File: src/rtl/unidade_controle_multiciclo.sv
// Multicycle control unit: sequences FETCH/DECODE/EXEC/MEM/WB per instruction,
// stretching EXEC for divides and MEM for memory ops, and taking interrupts only at commit.
module unidade_controle_multiciclo #(
   parameter int unsigned MEM_LAT = 2,
   parameter int unsigned DIV_LAT = 4
) (
   input  logic       clk,
   input  logic       rst,
   input  logic [5:0] op,
   input  logic [5:0] func,
   input  logic       isFalse,
   input  logic       isInput,
   input  logic       intr,
   output logic       irWrite,
   output logic       pcWrite,
   output logic       regWrite,
   output logic       memWrite,
   output logic       diskWrite,
   output logic       inta,
   output logic       isInsert,
   output logic       isHalt,
   output logic [1:0] pcSource,
   output logic [4:0] aluOp,
   output logic [2:0] state
);

   localparam int unsigned MAX_LAT = (MEM_LAT > DIV_LAT) ? MEM_LAT : DIV_LAT;
   localparam int unsigned CNT_W   = (MAX_LAT > 1) ? $clog2(MAX_LAT) : 1;

   localparam logic [5:0] OP_RTYPE = 6'b000000;
   localparam logic [5:0] OP_ADDI  = 6'b000001;
   localparam logic [5:0] OP_SUBI  = 6'b000010;
   localparam logic [5:0] OP_DIVI  = 6'b000011;
   localparam logic [5:0] OP_MODI  = 6'b000100;
   localparam logic [5:0] OP_LW    = 6'b001000;
   localparam logic [5:0] OP_LDK   = 6'b001001;
   localparam logic [5:0] OP_SW    = 6'b001010;
   localparam logic [5:0] OP_SDK   = 6'b001011;
   localparam logic [5:0] OP_J     = 6'b010000;
   localparam logic [5:0] OP_JAL   = 6'b010001;
   localparam logic [5:0] OP_JTM   = 6'b010010;
   localparam logic [5:0] OP_IN    = 6'b010011;
   localparam logic [5:0] OP_JF    = 6'b010100;
   localparam logic [5:0] OP_HALT  = 6'b111111;

   localparam logic [5:0] F_ADD = 6'b000000;
   localparam logic [5:0] F_SUB = 6'b000001;
   localparam logic [5:0] F_DIV = 6'b000011;
   localparam logic [5:0] F_MOD = 6'b000100;
   localparam logic [5:0] F_JR  = 6'b001000;

   localparam logic [4:0] ALU_ADD = 5'b00000;
   localparam logic [4:0] ALU_SUB = 5'b00001;
   localparam logic [4:0] ALU_DIV = 5'b00011;
   localparam logic [4:0] ALU_MOD = 5'b00100;

   typedef enum logic [2:0] {
      S_FETCH   = 3'd0,
      S_DECODE  = 3'd1,
      S_EXEC    = 3'd2,
      S_MEM     = 3'd3,
      S_WB      = 3'd4,
      S_WAIT_IN = 3'd5,
      S_INTR    = 3'd6,
      S_HALT    = 3'd7
   } state_t;

   state_t           cur;
   logic [CNT_W-1:0] cnt;
   logic [5:0]       op_q;
   logic [5:0]       func_q;

   logic [4:0] alu_sel;
   logic       long_op, mem_op, load_op, st_mem, st_disk, wb_op;
   logic [1:0] jmp_src;
   logic       last_exec, last_mem, commit;

   // Instruction class decode from the latched fields; unknown encodings fall through as NOPs
   always_comb begin
      alu_sel = ALU_ADD;
      long_op = 1'b0;
      mem_op  = 1'b0;
      load_op = 1'b0;
      st_mem  = 1'b0;
      st_disk = 1'b0;
      wb_op   = 1'b0;
      jmp_src = 2'b00;
      case (op_q)
         OP_RTYPE: begin
            case (func_q)
               F_ADD: wb_op = 1'b1;
               F_SUB: begin wb_op = 1'b1; alu_sel = ALU_SUB; end
               F_DIV: begin wb_op = 1'b1; alu_sel = ALU_DIV; long_op = 1'b1; end
               F_MOD: begin wb_op = 1'b1; alu_sel = ALU_MOD; long_op = 1'b1; end
               F_JR:  jmp_src = 2'b10;
               default: ;
            endcase
         end
         OP_ADDI: wb_op = 1'b1;
         OP_SUBI: begin wb_op = 1'b1; alu_sel = ALU_SUB; end
         OP_DIVI: begin wb_op = 1'b1; alu_sel = ALU_DIV; long_op = 1'b1; end
         OP_MODI: begin wb_op = 1'b1; alu_sel = ALU_MOD; long_op = 1'b1; end
         OP_LW, OP_LDK: begin mem_op = 1'b1; load_op = 1'b1; end
         OP_SW:   begin mem_op = 1'b1; st_mem = 1'b1; end
         OP_SDK:  begin mem_op = 1'b1; st_disk = 1'b1; end
         OP_J, OP_JAL, OP_JTM: jmp_src = 2'b01;
         OP_JF:   begin alu_sel = ALU_SUB; jmp_src = isFalse ? 2'b01 : 2'b00; end
         default: ;
      endcase
   end

   assign last_exec = long_op ? (cnt == CNT_W'(DIV_LAT - 1)) : 1'b1;
   assign last_mem  = (cnt == CNT_W'(MEM_LAT - 1));
   // Commit is the final cycle of an instruction, wherever that instruction ends
   assign commit = ((cur == S_EXEC) && last_exec && !mem_op && !wb_op) ||
                   ((cur == S_MEM) && last_mem && !load_op) ||
                   (cur == S_WB);

   always_ff @(posedge clk or posedge rst) begin
      if (rst) begin
         cur    <= S_FETCH;
         cnt    <= '0;
         op_q   <= '0;
         func_q <= '0;
      end else begin
         case (cur)
            S_FETCH: begin
               op_q   <= op;
               func_q <= func;
               cur    <= S_DECODE;
            end
            S_DECODE: begin
               cnt <= '0;
               if (op_q == OP_HALT)    cur <= S_HALT;
               else if (op_q == OP_IN) cur <= S_WAIT_IN;
               else                    cur <= S_EXEC;
            end
            S_EXEC: begin
               if (!last_exec) cnt <= cnt + CNT_W'(1);
               else if (mem_op) begin
                  cnt <= '0;
                  cur <= S_MEM;
               end
               else if (wb_op) cur <= S_WB;
               else            cur <= intr ? S_INTR : S_FETCH;
            end
            S_MEM: begin
               if (!last_mem)    cnt <= cnt + CNT_W'(1);
               else if (load_op) cur <= S_WB;
               else              cur <= intr ? S_INTR : S_FETCH;
            end
            S_WB:      cur <= intr ? S_INTR : S_FETCH;
            S_WAIT_IN: if (isInput) cur <= S_WB;
            S_INTR:    cur <= S_FETCH;
            S_HALT:    cur <= S_HALT;
            default:   cur <= S_FETCH;
         endcase
      end
   end

   // Strobes decode from the current state; reset forces every output low at once
   always_comb begin
      irWrite   = 1'b0;
      pcWrite   = 1'b0;
      regWrite  = 1'b0;
      memWrite  = 1'b0;
      diskWrite = 1'b0;
      inta      = 1'b0;
      isInsert  = 1'b0;
      isHalt    = 1'b0;
      pcSource  = 2'b00;
      aluOp     = 5'b00000;
      state     = 3'(cur);
      if (!rst) begin
         irWrite   = (cur == S_FETCH);
         regWrite  = (cur == S_WB);
         memWrite  = (cur == S_MEM) && last_mem && st_mem;
         diskWrite = (cur == S_MEM) && last_mem && st_disk;
         inta      = (cur == S_INTR);
         isInsert  = (cur == S_WAIT_IN) && !isInput;
         isHalt    = (cur == S_HALT);
         pcWrite   = commit || (cur == S_INTR);
         if (cur == S_INTR)  pcSource = 2'b11;
         else if (commit)    pcSource = jmp_src;
         if (cur == S_EXEC)  aluOp = alu_sel;
      end
   end

endmodule

File: config.mk
export PLATFORM = sky130hd
export DESIGN_NAME = unidade_controle_multiciclo
export DESIGN_NICKNAME = d
export VERILOG_FILES = /design/src/rtl/unidade_controle_multiciclo.sv
export SDC_FILE = /design/constraint.sdc
export NUM_CORES = 1
export LEC_CHECK = 0
export BUFFER_PORTS_ARGS = -buffer_cell sky130_fd_sc_hd__buf_2
export CELL_PAD_IN_SITES_DETAIL_PLACEMENT = 1
export CELL_PAD_IN_SITES_GLOBAL_PLACEMENT = 2
export CORE_UTILIZATION = 28
export DETAILED_ROUTE_END_ITERATION = 12
export PLACE_DENSITY = 0.78
export SETUP_SLACK_MARGIN = 0.3
export SLEW_MARGIN = 20
export SYNTH_ARGS = -nofsm -noshare
export SYNTH_HDL_FRONTEND = slang
export SYNTH_SLANG_ARGS = --single-unit
File: constraint.sdc
create_clock -name clk -period 2.2 [get_ports clk]
set_clock_uncertainty 0.1 [all_clocks]
set_input_delay 0.33 -clock clk [delete_from_list [all_inputs] [get_ports clk]]
set_output_delay 0.33 -clock clk [all_outputs]
set_load 0.05 [all_outputs]
# Yosys cells after proc, flatten, opt, wreduce, memory -nomap -nowiden
# Cells that the tools add are included.
[totals]
regBits = 17
latch_bits = 0
ramBits = 0
rom_bits = 0
in_bits = 17
out_inout_bits = 18
n_memories = 0
[op_classes]
addsub = 1
multipliers = 0
div = 0
n_lt_le_gt_ge = 0
n_eq_ne = 32
n_shift = 0
mux = 41
n_bitwise = 0
n_reduce_logical = 29
[op_table]
columns = ["cell", "count"]
rows = [
  ["6-bit by 4-bit equality test with 1-bit output (second input constant)", 5],
  ["6-bit by 5-bit equality test with 1-bit output (second input constant)", 5],
  ["3-bit two-way mux", 9],
  ["3-bit case mux with 8 select lines", 1],
  ["6-bit by 2-bit equality test with 1-bit output (second input constant)", 3],
  ["1-bit two-way mux", 16],
  ["2-bit two-way mux", 7],
  ["3-bit equality test (second input constant)", 4],
  ["6-bit by 1-bit equality test with 1-bit output (second input constant)", 2],
  ["6-bit by 3-bit equality test with 1-bit output (second input constant)", 2],
  ["6-bit zero test", 2],
  ["2-bit case mux with 3 select lines", 2],
  ["3-bit case mux with 4 select lines", 1],
  ["4-bit OR reduction", 3],
  ["5-bit two-way mux", 2],
  ["3-bit case mux with 3 select lines", 1],
  ["1-bit logical AND", 8],
  ["2-bit != test (second input constant)", 4],
  ["2-bit OR reduction", 4],
  ["3-bit by 2-bit equality test with 1-bit output (second input constant)", 2],
  ["6-bit equality test (second input constant)", 1],
  ["3-bit AND reduction", 2],
  ["1-bit zero test", 4],
  ["1-bit case mux with 2 select lines", 2],
  ["9 further kinds", 11],
]

# Depth between registers and ports, before layout
# Gate-level depths: netlist (run 1).
[depth]
ltp_word = 13
ltp_mapped = 7
mapped_depth_nobuf = 7

# Least setup slack after synthesis (run 1)
# OpenSTA, ideal clock, no wires.
[synth_path]
path_type = "reg-to-output"
startpoint = "reg cur[2] (netlist: state[2])"
endpoint = "out pcSource[0]"
arrival_ns = 2.766
path_slack_ns = -0.996
path_stages_with_launch = 7
n_path_buf = 1
path_cell_list = "dfrtp_1 clkbuf_1 nor3b_1 nand2_1 a211oi_2 a221oi_4 nor3_1"
[synth_between]
elab_chain_cells = 9
word_cells_on_any_way = 14
classes_between = "eq/ne (4); mux (3); reduce/logical (7)"
[synth_rtl]
columns = ["item", "line_no", "text"]
rows = [
  ["start, declared", "68", "state_t cur;"],
  ["start signal, assigned", "145", "else cur <= intr ? S_INTR : S_FETCH;"],
  ["start signal, assigned", "150", "else cur <= intr ? S_INTR : S_FETCH;"],
  ["start signal, assigned", "152", "S_WB: cur <= intr ? S_INTR : S_FETCH;"],
  ["3-bit by 2-bit equality test with 1-bit output", "115", "assign commit = ((cur == S_EXEC) && last_exec && !mem_op && !wb_op) ||"],
  ["1-bit logical AND (3 in a row)", "115", ""],
  ["1-bit logical OR", "115", ""],
  ["1-bit logical OR", "116", "((cur == S_MEM) && last_mem && !load_op) ||"],
  ["2-bit two-way mux", "184", "else if (commit) pcSource = jmp_src;"],
  ["2-bit two-way mux *", "183", "if (cur == S_INTR) pcSource = 2'b11;"],
  ["2-bit two-way mux *", "174", "if (!rst) begin"],
  ["end, declared", "22", "output logic [1:0] pcSource,"],
]
# Every way passes the cells marked *; elsewhere a longest branch is shown, timed or not.

# Worst setup path after layout (run 1)
[layout_path]
startpoint = "reg func_q[0]"
endpoint = "out pcSource[1]"
[layout_between]
elab_chain_cells = 13
word_cells_on_any_way = 23
classes_between = "eq/ne (4); mux (10); reduce/logical (9)"
[layout_rtl]
columns = ["item", "line_no", "text"]
rows = [
  ["start, declared", "71", "logic [5:0] func_q;"],
  ["start signal, assigned", "129", "func_q <= func;"],
  ["6-bit by 3-bit equality test with 1-bit output / 6-bit by 2-bit equality test with 1-bit output (equally long branches)", "90", "case (func_q)"],
  ["2-bit OR reduction (no line)", "n/a", ""],
  ["1-bit two-way mux", "90", ""],
  ["1-bit case mux with 2 select lines", "88", "case (op_q)"],
  ["1-bit two-way mux", "112", "assign last_exec = long_op ? (cnt == CNT_W'(DIV_LAT - 1)) : 1'b1;"],
  ["1-bit logical AND (3 in a row)", "115", ""],
  ["1-bit logical OR", "115", ""],
  ["1-bit logical OR", "116", ""],
  ["2-bit two-way mux *", "184", ""],
  ["2-bit two-way mux *", "183", ""],
  ["2-bit two-way mux *", "174", ""],
]
# Marks and branches as above.

==> metrics, run 1 <==
reg2reg setup slack=0.06 ns; DRT iter0 DRCs=36; GRT overflow=0; final setup fails=8; CP required=1.77 ns; FP Rows=24; Final Hold Fails=0; vias post-DR=about 1600; CTS Sinks=17; area occupied by multi-input gates=about 1200 um^2; average size of a mapped cell=roughly 8.8 um^2; Max-cap violations=0; die area=5135 um^2; Pleak=1.011 nW; Mapped Cells=154; drt total wl=5351 um; Clock transition at path regs=0.08 ns; I/O Buffers=32; M1 WL=around 2100 um; largest net degree at the start of global routing=14; post-layout min period=between 2 and 3 ns; Psw=around 0.0017 W; FF+latch area=between 400 and 500 um^2; Via-to-Cell Ratio=roughly 5.5; Worst R2R Path Depth=8; commonest non-fill, non-tap cell in the layout=buf_4; Core Box Area=4504 um^2; Worst Setup Start Kind=flip-flop; Clock H-tree levels=1; Layout Nets=around 260; status=finished with violations; Area growth syn-to-layout=79.56%; worst slew pin tran=approximately 0.49 ns; WP data arrival=2.25 ns; unrepaired setup endpoints after global routing=true; GP Congestion=0.8157; Worst Hold Class=in2async; number of synthesized flops with an enable pin=0; Pwr Total=0.003620 W; die height=roughly 72 um; mapped cell area=1359 um^2; clock latency on the worst-skew pair=0.27 ns; Worst setup EP type=primary output; Net Sw Frac=47.69%; crit path kind=reg2out; CTS root buffer=clkbuf_8; worst vdd ir=approximately 630 uV; antenna cells=0; predominant post-synthesis flop cell=dfrtp_1; vias in the first global route=1737; Max FO, Critical Path=3; final worst-path setup slack=-0.4819 ns; DR WL/cell=18.64 um; synth unique cells=55; Seq pwr share=17.0%; Post-DP HPWL=roughly 4000 um; Crit path largest cell delay=0.42 ns; CP max-delay cell=or3b_4; routed length on met2=3039 um; share of layout cells above drive strength 1=around 64%; fmax=372.9 MHz; fillcell total=514; combinational share of power=76.1%; post-synthesis sequential area ratio=between 30% and 40%; antenna violations before repair=0; Relative slew margins=67.04%; initial core utilization=30.17%; Setup TNS Final=-2.883 ns; internal power=0.001894 W; Synthesis Warnings=0; top sig layer=met4; pwr/cell area=1484 nW/um^2; first-pass GRT wire length=8542 um; die width=71.66 um; cts bufs inserted=3; most frequent cells in the layout=buf_4, buf_2, buf_6; Async S/R FF share, synth=100.0%; failing checks=negative setup slack; antenna-violating nets left=0; most numerous cell on the critical path=buf_6; Final Cycle Share=121.9%; Clock power frac=6.8%; Seq cells post-synth=17; CTS tree=built; I/O pins=35; Clock Path Buffers=2; worst-path cell chain=or3b_4 > a2111oi_4 > a211oi_2 > a221oi_4 > buf_6 > nor3_4 > buf_6; WL met3=roughly 100 um; gr usage total=21.84%; TritonRoute pass-1 iters=4; Pins Over Slew Limit=0; post-route DRC violation count=0
-- metal layers --
layer  GRT usage, %  vias to the layer above
met1          23.82                      797
met3          2.250                       12
met5              0                        -
met4          9.150                        0
met2          42.45                       32
li1               -                      739
-- what timing repair did --
| item | 4_1_cts | 5_1_grt |
|---|---|---|
| setup endpoints to repair | 16 | 25 |
| hold buffers | 1 | 0 |
| gates cloned | 0 | 0 |
| buffers inserted | 5 | 3 |
| endpoints found under the hold margin | 7 | 0 |
| pin swaps | 13 | 15 |
| resized for setup | 40 | 22 |
-- worst paths after layout --
path | end | from
min in group clk | op_q[4]$_DFFE_PP0N_ | op[4]
setup / recovery | pcSource[1] | func_q[0]$_DFFE_PP0N_
hold reg to reg | cnt[0]$_DFFE_PP0P_ | cnt[0]$_DFFE_PP0P_
setup reg to reg | state[2]$_DFFE_PP0P_ | op_q[2]$_DFFE_PP0N_
hold / removal | func_q[5]$_DFFE_PP0N_ | rst
max in group asynchronous | state[0]$_DFFE_PP0P_ | rst
-- kinds of logic after synthesis --
| group | Yosys count | synth area share (%) |
|---|---|---|
| simple gates | 58 | 24.22 |
| buf+inv | 22 | 7.551 |
| fa+ha+maj | 2 | 1.841 |
| flops | 17 | 31.31 |
| mux | 13 | 10.59 |
| compound gates | 41 | 24.22 |
| other cells | 1 | 0.2760 |
-- synth_stat cells (all sizes together), types with 3 or more instances --
cell type	count	area (um^2)
a211oi	4	35.03
o21ai	6	30.02
nand3b	3	22.52
buf	7	46.29
nor3b	3	22.52
dfrtp	17	425.4
nor2	11	41.29
or3	3	18.77
a21oi	7	35.03
o22ai	4	25.02
nor4b	4	35.03
nand3	3	15.01
nand2	10	37.54
clkbuf	7	26.28
nor3	10	50.05
mux2	11	123.9
inv	8	30.03
-- per-stage QoR --
stage | instance area (um^2) | utilization [%] | instances | hold WS [ns] | worst slack, ns
floorplan | 1574 | - | 155 | 0.3362 | -0.2196
global placement | 2058 | 45.69 | 274 | 0.2246 | -0.2750
detailed placement | 2058 | 45.69 | 274 | 0.2289 | -0.2922
CTS | 2313 | 51.36 | 284 | 0.05427 | -0.4793
global route | 2440 | 54.17 | 287 | 0.09393 | -0.5840
finish | 2440 | 54.17 | 287 | 0.07539 | -0.4819
-- worst max-delay path, delay by kind of cell, from the launching register on --
kind,cells,cell delay [ns]
AND/OR/NAND/NOR,2,0.46
flip-flops,1,0.38
AO/OA/AOI/OAI,3,0.83
buffers and inverters,2,0.32
-- area by class of cell --
type	instances	area share, %
Tap cell	52	2.667
Sequential cell	17	17.59
Timing Repair Buffer	90	29.13
Inverter	8	1.385
Clock inverter	1	0.2051
Multi-Input combinational cell	116	47.33
Clock buffer	3	1.692
-- sequential cells by signal, indices dropped and copies added (netlist names) --
| name | count |
|---|---|
| cnt | 2 |
| op_q | 6 |
| func_q | 6 |
| state | 3 |
-- power groups by stage --
stage	Combinational, W	Sequential [W]	Clock [W]
2_1_floorplan	0.00135	0.000708	0
3_3_place_gp	0.00218	0.000608	0
3_5_place_dp	0.00226	0.000635	0
4_1_cts	0.00253	0.000613	0.000252
5_1_grt	0.00294	0.000638	0.000259
6_report	0.00276	0.000616	0.000248
No activity file was read; power rests on OpenSTA's default activity.
==> inputs of run 2 (changes only) <==
- SKIP_CTS_REPAIR_TIMING: default -> 1
==> run 2 against run 1 <==
Compared with the run above: the flow still finishes with violations (negative setup slack); total power shrank 3.8%; sequential cell count is the same; global-route usage fell by 1.5 points; sequential power is 3% higher; critical path depth unchanged; design area is 4.1% lower; first-iteration DRC count up 61%; hold slack lost 0.016 ns; register-to-register slack worse by 0.10 ns; critical path type unchanged.
==> metrics, run 2 (synthesized netlist as in run 1, its figures left out) <==
status=finished with violations; failing checks=negative setup slack; Pins Over Slew Limit=0; worst vdd ir=643.8 uV; CP delay by family, top=compound AO/OA/AOI/OAI gates; Clock transition at path regs=around 0.08 ns; CTS tree=built; commonest non-fill, non-tap cell in the layout=buf_4; vias post-DR=about 1500; Core Box Area=about 4500 um^2; die width=71.66 um; pwr/cell area=~1500 nW/um^2; Crit path largest cell delay=0.56 ns; Worst Setup Start Kind=flip-flop; DR WL/cell=between 15 and 20 um; final worst-path setup slack=-0.6183 ns; vias in the first global route=1664; antenna cells=0; Max FO, Critical Path=5; antenna violations before repair=0; CP required=1.77 ns; crit path kind=reg2out; gr usage total=between 20% and 30%; Pleak=0.9793 nW; Clock Path Buffers=2; Area growth syn-to-layout=72.19%; clock latency on the worst-skew pair=~0.26 ns; TritonRoute pass-1 iters=4; Max-cap violations=0; worst-path cell chain=or4_4 > a2111oi_4 > a211oi_2 > a221oi_4 > buf_6 > nor3_4 > buf_6; unrepaired setup endpoints after global routing=true; Worst Hold Class=in2async; CTS Sinks=17; cts bufs inserted=3; Final Hold Fails=0; crit path buf inv count=2; GP Congestion=slightly above 0.8; DRT iter0 DRCs=58; I/O Buffers=32; Placed Cells=about 270; GRT overflow=0; post-route DRC violation count=0; initial core utilization=30.17%; most frequent cells in the layout=buf_4, buf_2, buf_6; final non-filler cell total=286; Worst setup EP type=primary output; largest net degree at the start of global routing=14; final setup fails=9; share of layout cells above drive strength 1=61.97%; most numerous cell on the critical path=buf_6; Pwr Total=between 0.003 and 0.004 W; antenna-violating nets left=0; FP Rows=24; Final Cycle Share=128.1%; die area=5135 um^2; CP max-delay cell=or4_4; Post-DP HPWL=3991 um; drt total wl=5199 um; Layout Nets=254; Clock H-tree levels=1; first-pass GRT wire length=8024 um; die height=71.66 um; WP data arrival=2.39 ns; Via-to-Cell Ratio=5.409; I/O pins=35; CTS root buffer=clkbuf_8; fmax=roughly 350 MHz; post-layout min period=2.818 ns
## run 2: cell type report
class	instances	area (um^2)
clock buffer	3	41.29
clock inverter	1	5.005
fill	524	2165
inverter	8	33.78
multi-input combinational	116	1091
sequential	17	432.9
tap	52	65.06
timing repair buffer	89	670.6
## run 2: final timing paths
check / start / slack [ns] / end / cells past startpoint
worst max-delay path: op_q[3]$_DFFE_PP0N_ / -0.62 / pcSource[1] / 7
worst min-delay path: rst / 0.06 / func_q[0]$_DFFE_PP0N_ / 3
worst max register to register: op_q[2]$_DFFE_PP0N_ / -0.04 / state[2]$_DFFE_PP0P_ / 7
worst min register to register: cnt[0]$_DFFE_PP0P_ / 0.46 / cnt[0]$_DFFE_PP0P_ / 1
max in group asynchronous: rst / 1.10 / op_q[0]$_DFFE_PP0N_ / 3
min in group clk: op[4] / 0.18 / op_q[4]$_DFFE_PP0N_ / 3
## run 2: power by group
| part | switching [W] | internal, W | leakage [nW] |
|---|---|---|---|
| sequential | 0.000147 | 0.000485 | 0.198 |
| combinational | 0.00138 | 0.00122 | 0.756 |
| clock | 0.000121 | 0.000126 | 0.0255 |
| total | 0.00165 | 0.00183 | 0.979 |
## run 2: per-layer routing
layer,part of all wire (%),wire [um],track usage (%),vias up
li1,-,-,-,734
met1,39,2037,22.42,781
met2,57,2989,40.57,27
met3,2.3,120,2.391,5
met4,0.98,51,5.664,0
met5,0,0,0,-
## run 2: worst register-to-register path, cell delays in order, from the launching register on
cell      delay (ns)
dfrtp_2         0.42
buf_4           0.15
or4b_1          0.63
buf_4           0.20
o21ai_1         0.11
a21boi_1        0.08
o32a_1          0.34
o32ai_1         0.12
## run 2: through the flow
step                      TNS [ns]  utilization, %  instance area [um^2]  setup WS, ns  hold WS, ns
after global placement      -1.258           45.69                  2058       -0.2750       0.2246
after detailed placement    -1.616           45.69                  2058       -0.2922       0.2289
after global routing        -4.621           51.94                  2340       -0.7178      0.09030
after floorplan            -0.9546               -                  1574       -0.2196       0.3362
after CTS                   -4.034           46.72                  2105       -0.6120     -0.05708
final                       -3.618           51.94                  2340       -0.6183      0.05971
==> inputs of run 3 (changes only) <==
- BUFFER_PORTS_ARGS: -buffer_cell sky130_fd_sc_hd__buf_2 -> default
- CORE_UTILIZATION: 28 -> 33
- DONT_BUFFER_PORTS: default -> 1
- PLACE_DENSITY: 0.78 -> 0.76
==> run 3 against run 2 <==
Compared with the run above: the flow still finishes with violations (negative setup slack); core utilization is 12 points higher; hold slack worse by 0.0086 ns; sequential cell count stayed put; worst setup slack worse by 0.010 ns.
==> metrics, run 3 (synthesized netlist as in run 1, its figures left out) <==
status=finished with violations; failing checks=negative setup slack; final setup fails=11; Placed Cells=241; GRT overflow=0; CP required=1.77 ns; Clock Path Buffers=2; die area=4378 um^2; Fin Hold WS=0.05106 ns; Layout Nets=235; fin area=approximately 2400 um^2; GP Congestion=0.8786; vias post-DR=~1500; drt total wl=between 6000 and 7000 um; CP max-delay cell=or4_4; Area growth syn-to-layout=79.01%; antenna violations before repair=0; Worst Hold Class=in2reg; Final Cycle Share=128.6%; Worst Setup Start Kind=flip-flop; Max-cap violations=0; die height=66.17 um; CTS root buffer=clkbuf_8; Worst R2R Path Depth=8; cts bufs inserted=3; Relative slew margins=58.79%; antenna cells=0; first-pass GRT wire length=about 7700 um; final worst-path setup slack=-0.6283 ns; final non-filler cell total=263; WHS Endpoint=state[2]$_DFFE_PP0P_; DRT iter0 DRCs=75; most frequent cells in the layout=buf_4, dfrtp_1, buf_6; Max FO, Critical Path=5; TritonRoute pass-1 iters=5; initial core utilization=35.77%; Worst setup EP type=primary output; Post-DP HPWL=3793 um; Crit path largest cell delay=around 0.57 ns; reg2reg setup slack=-0.10 ns; Via-to-Cell Ratio=5.848; CTS Sinks=17; worst vdd ir=744.3 uV; post-layout min period=between 2 and 3 ns; pwr/cell area=1543 nW/um^2; Pleak=0.9598 nW; I/O Buffers=0; Hold Startpoint=isInput; Clock transition at path regs=0.08 ns; die width=66.17 um; DR WL/cell=23.37 um; worst-path cell chain=or4_4 > a2111oi_4 > a211oi_2 > a221oi_4 > buf_4 > nor3_4 > buf_12; crit path kind=reg2out; r2r endpoint=state[1]$_DFFE_PP0P_; clock latency on the worst-skew pair=0.28 ns; gr usage total=24.11%; Final Hold Fails=0; largest net degree at the start of global routing=14; I/O pins=35; FP Rows=22; CTS tree=built; Clock H-tree levels=1; share of layout cells above drive strength 1=between 50% and 60%; Pins Over Slew Limit=0; fmax=353.6 MHz; Core Box Area=3799 um^2; vias in the first global route=1523; worst slew pin tran=0.6117 ns; Pwr Total=~0.0038 W; unrepaired setup endpoints after global routing=true; final core utilization=between 60% and 70%; worst r2r src=op_q[2]$_DFFE_PP0N_; commonest non-fill, non-tap cell in the layout=buf_4; post-route DRC violation count=0; antenna-violating nets left=0; depth of the worst hold-timing path=1; Placed Area=2003 um^2; WP data arrival=2.40 ns
## run 3: cell types whose count changed in the layout (fill, tap and decap cells not counted), sizes merged
cell,delta
buf,-19
dlygate4sd3,+1
clkinv,-1
clkinvlp,+1
clkbuf,-1
## run 3: report_power, final
group | switching (W) | internal (W)
registers | 0.000162 | 0.000480
clock network | 0.000141 | 0.000129
logic | 0.00153 | 0.00131
## run 3: worst max-delay path: cells and delay by family (launching register included)
kind | cells | cell delay, ns
AO/OA/AOI/OAI | 3 | 0.74
AND/OR/NAND/NOR | 2 | 0.61
flip-flops | 1 | 0.43
buffers and inverters | 2 | 0.33
## run 3: layer usage
| layer | GRT usage, % | vias to the layer above | wire length (um) |
|---|---|---|---|
| met5 | 0 | - | 0 |
| met2 | 41.20 | 54 | 3169 |
| li1 | - | 694 | - |
| met1 | 30.94 | 776 | 2566 |
| met4 | 9.043 | 0 | 145 |
| met3 | 2.759 | 14 | 262 |
## run 3: how the worst max path moves through the flow
stage,startpoint,to,depth (start not counted),slack (ns)
3_5_place_dp,op_q[2]$_DFFE_PP0N_,pcSource[1],8,-0.29
4_1_cts,op_q[2]$_DFFE_PP0N_,pcSource[1],8,-0.59
6_report,op_q[3]$_DFFE_PP0N_,pcSource[0],7,-0.63
3_3_place_gp,op_q[2]$_DFFE_PP0N_,pcSource[1],7,-0.19
2_1_floorplan,op_q[0]$_DFFE_PP0N_,pcSource[0],5,-0.22
5_1_grt,op_q[3]$_DFFE_PP0N_,pcSource[0],7,-0.73
## run 3: layout make-up
type	instances	area, um^2
clock buffer	3	41.29
clock inverter	1	7.507
fill	414	1366
inverter	8	41.29
multi-input combinational	116	1125
sequential	17	429.2
tap	48	60.06
timing repair buffer	70	728.2
## run 3: stage by stage
step           setup TNS, ns  worst slack (ns)
3_3_place_gp         -0.6699           -0.1941
2_1_floorplan        -0.9546           -0.2196
4_1_cts               -3.521           -0.5935
3_5_place_dp          -1.082           -0.2929
6_report              -3.880           -0.6283
5_1_grt               -4.787           -0.7281
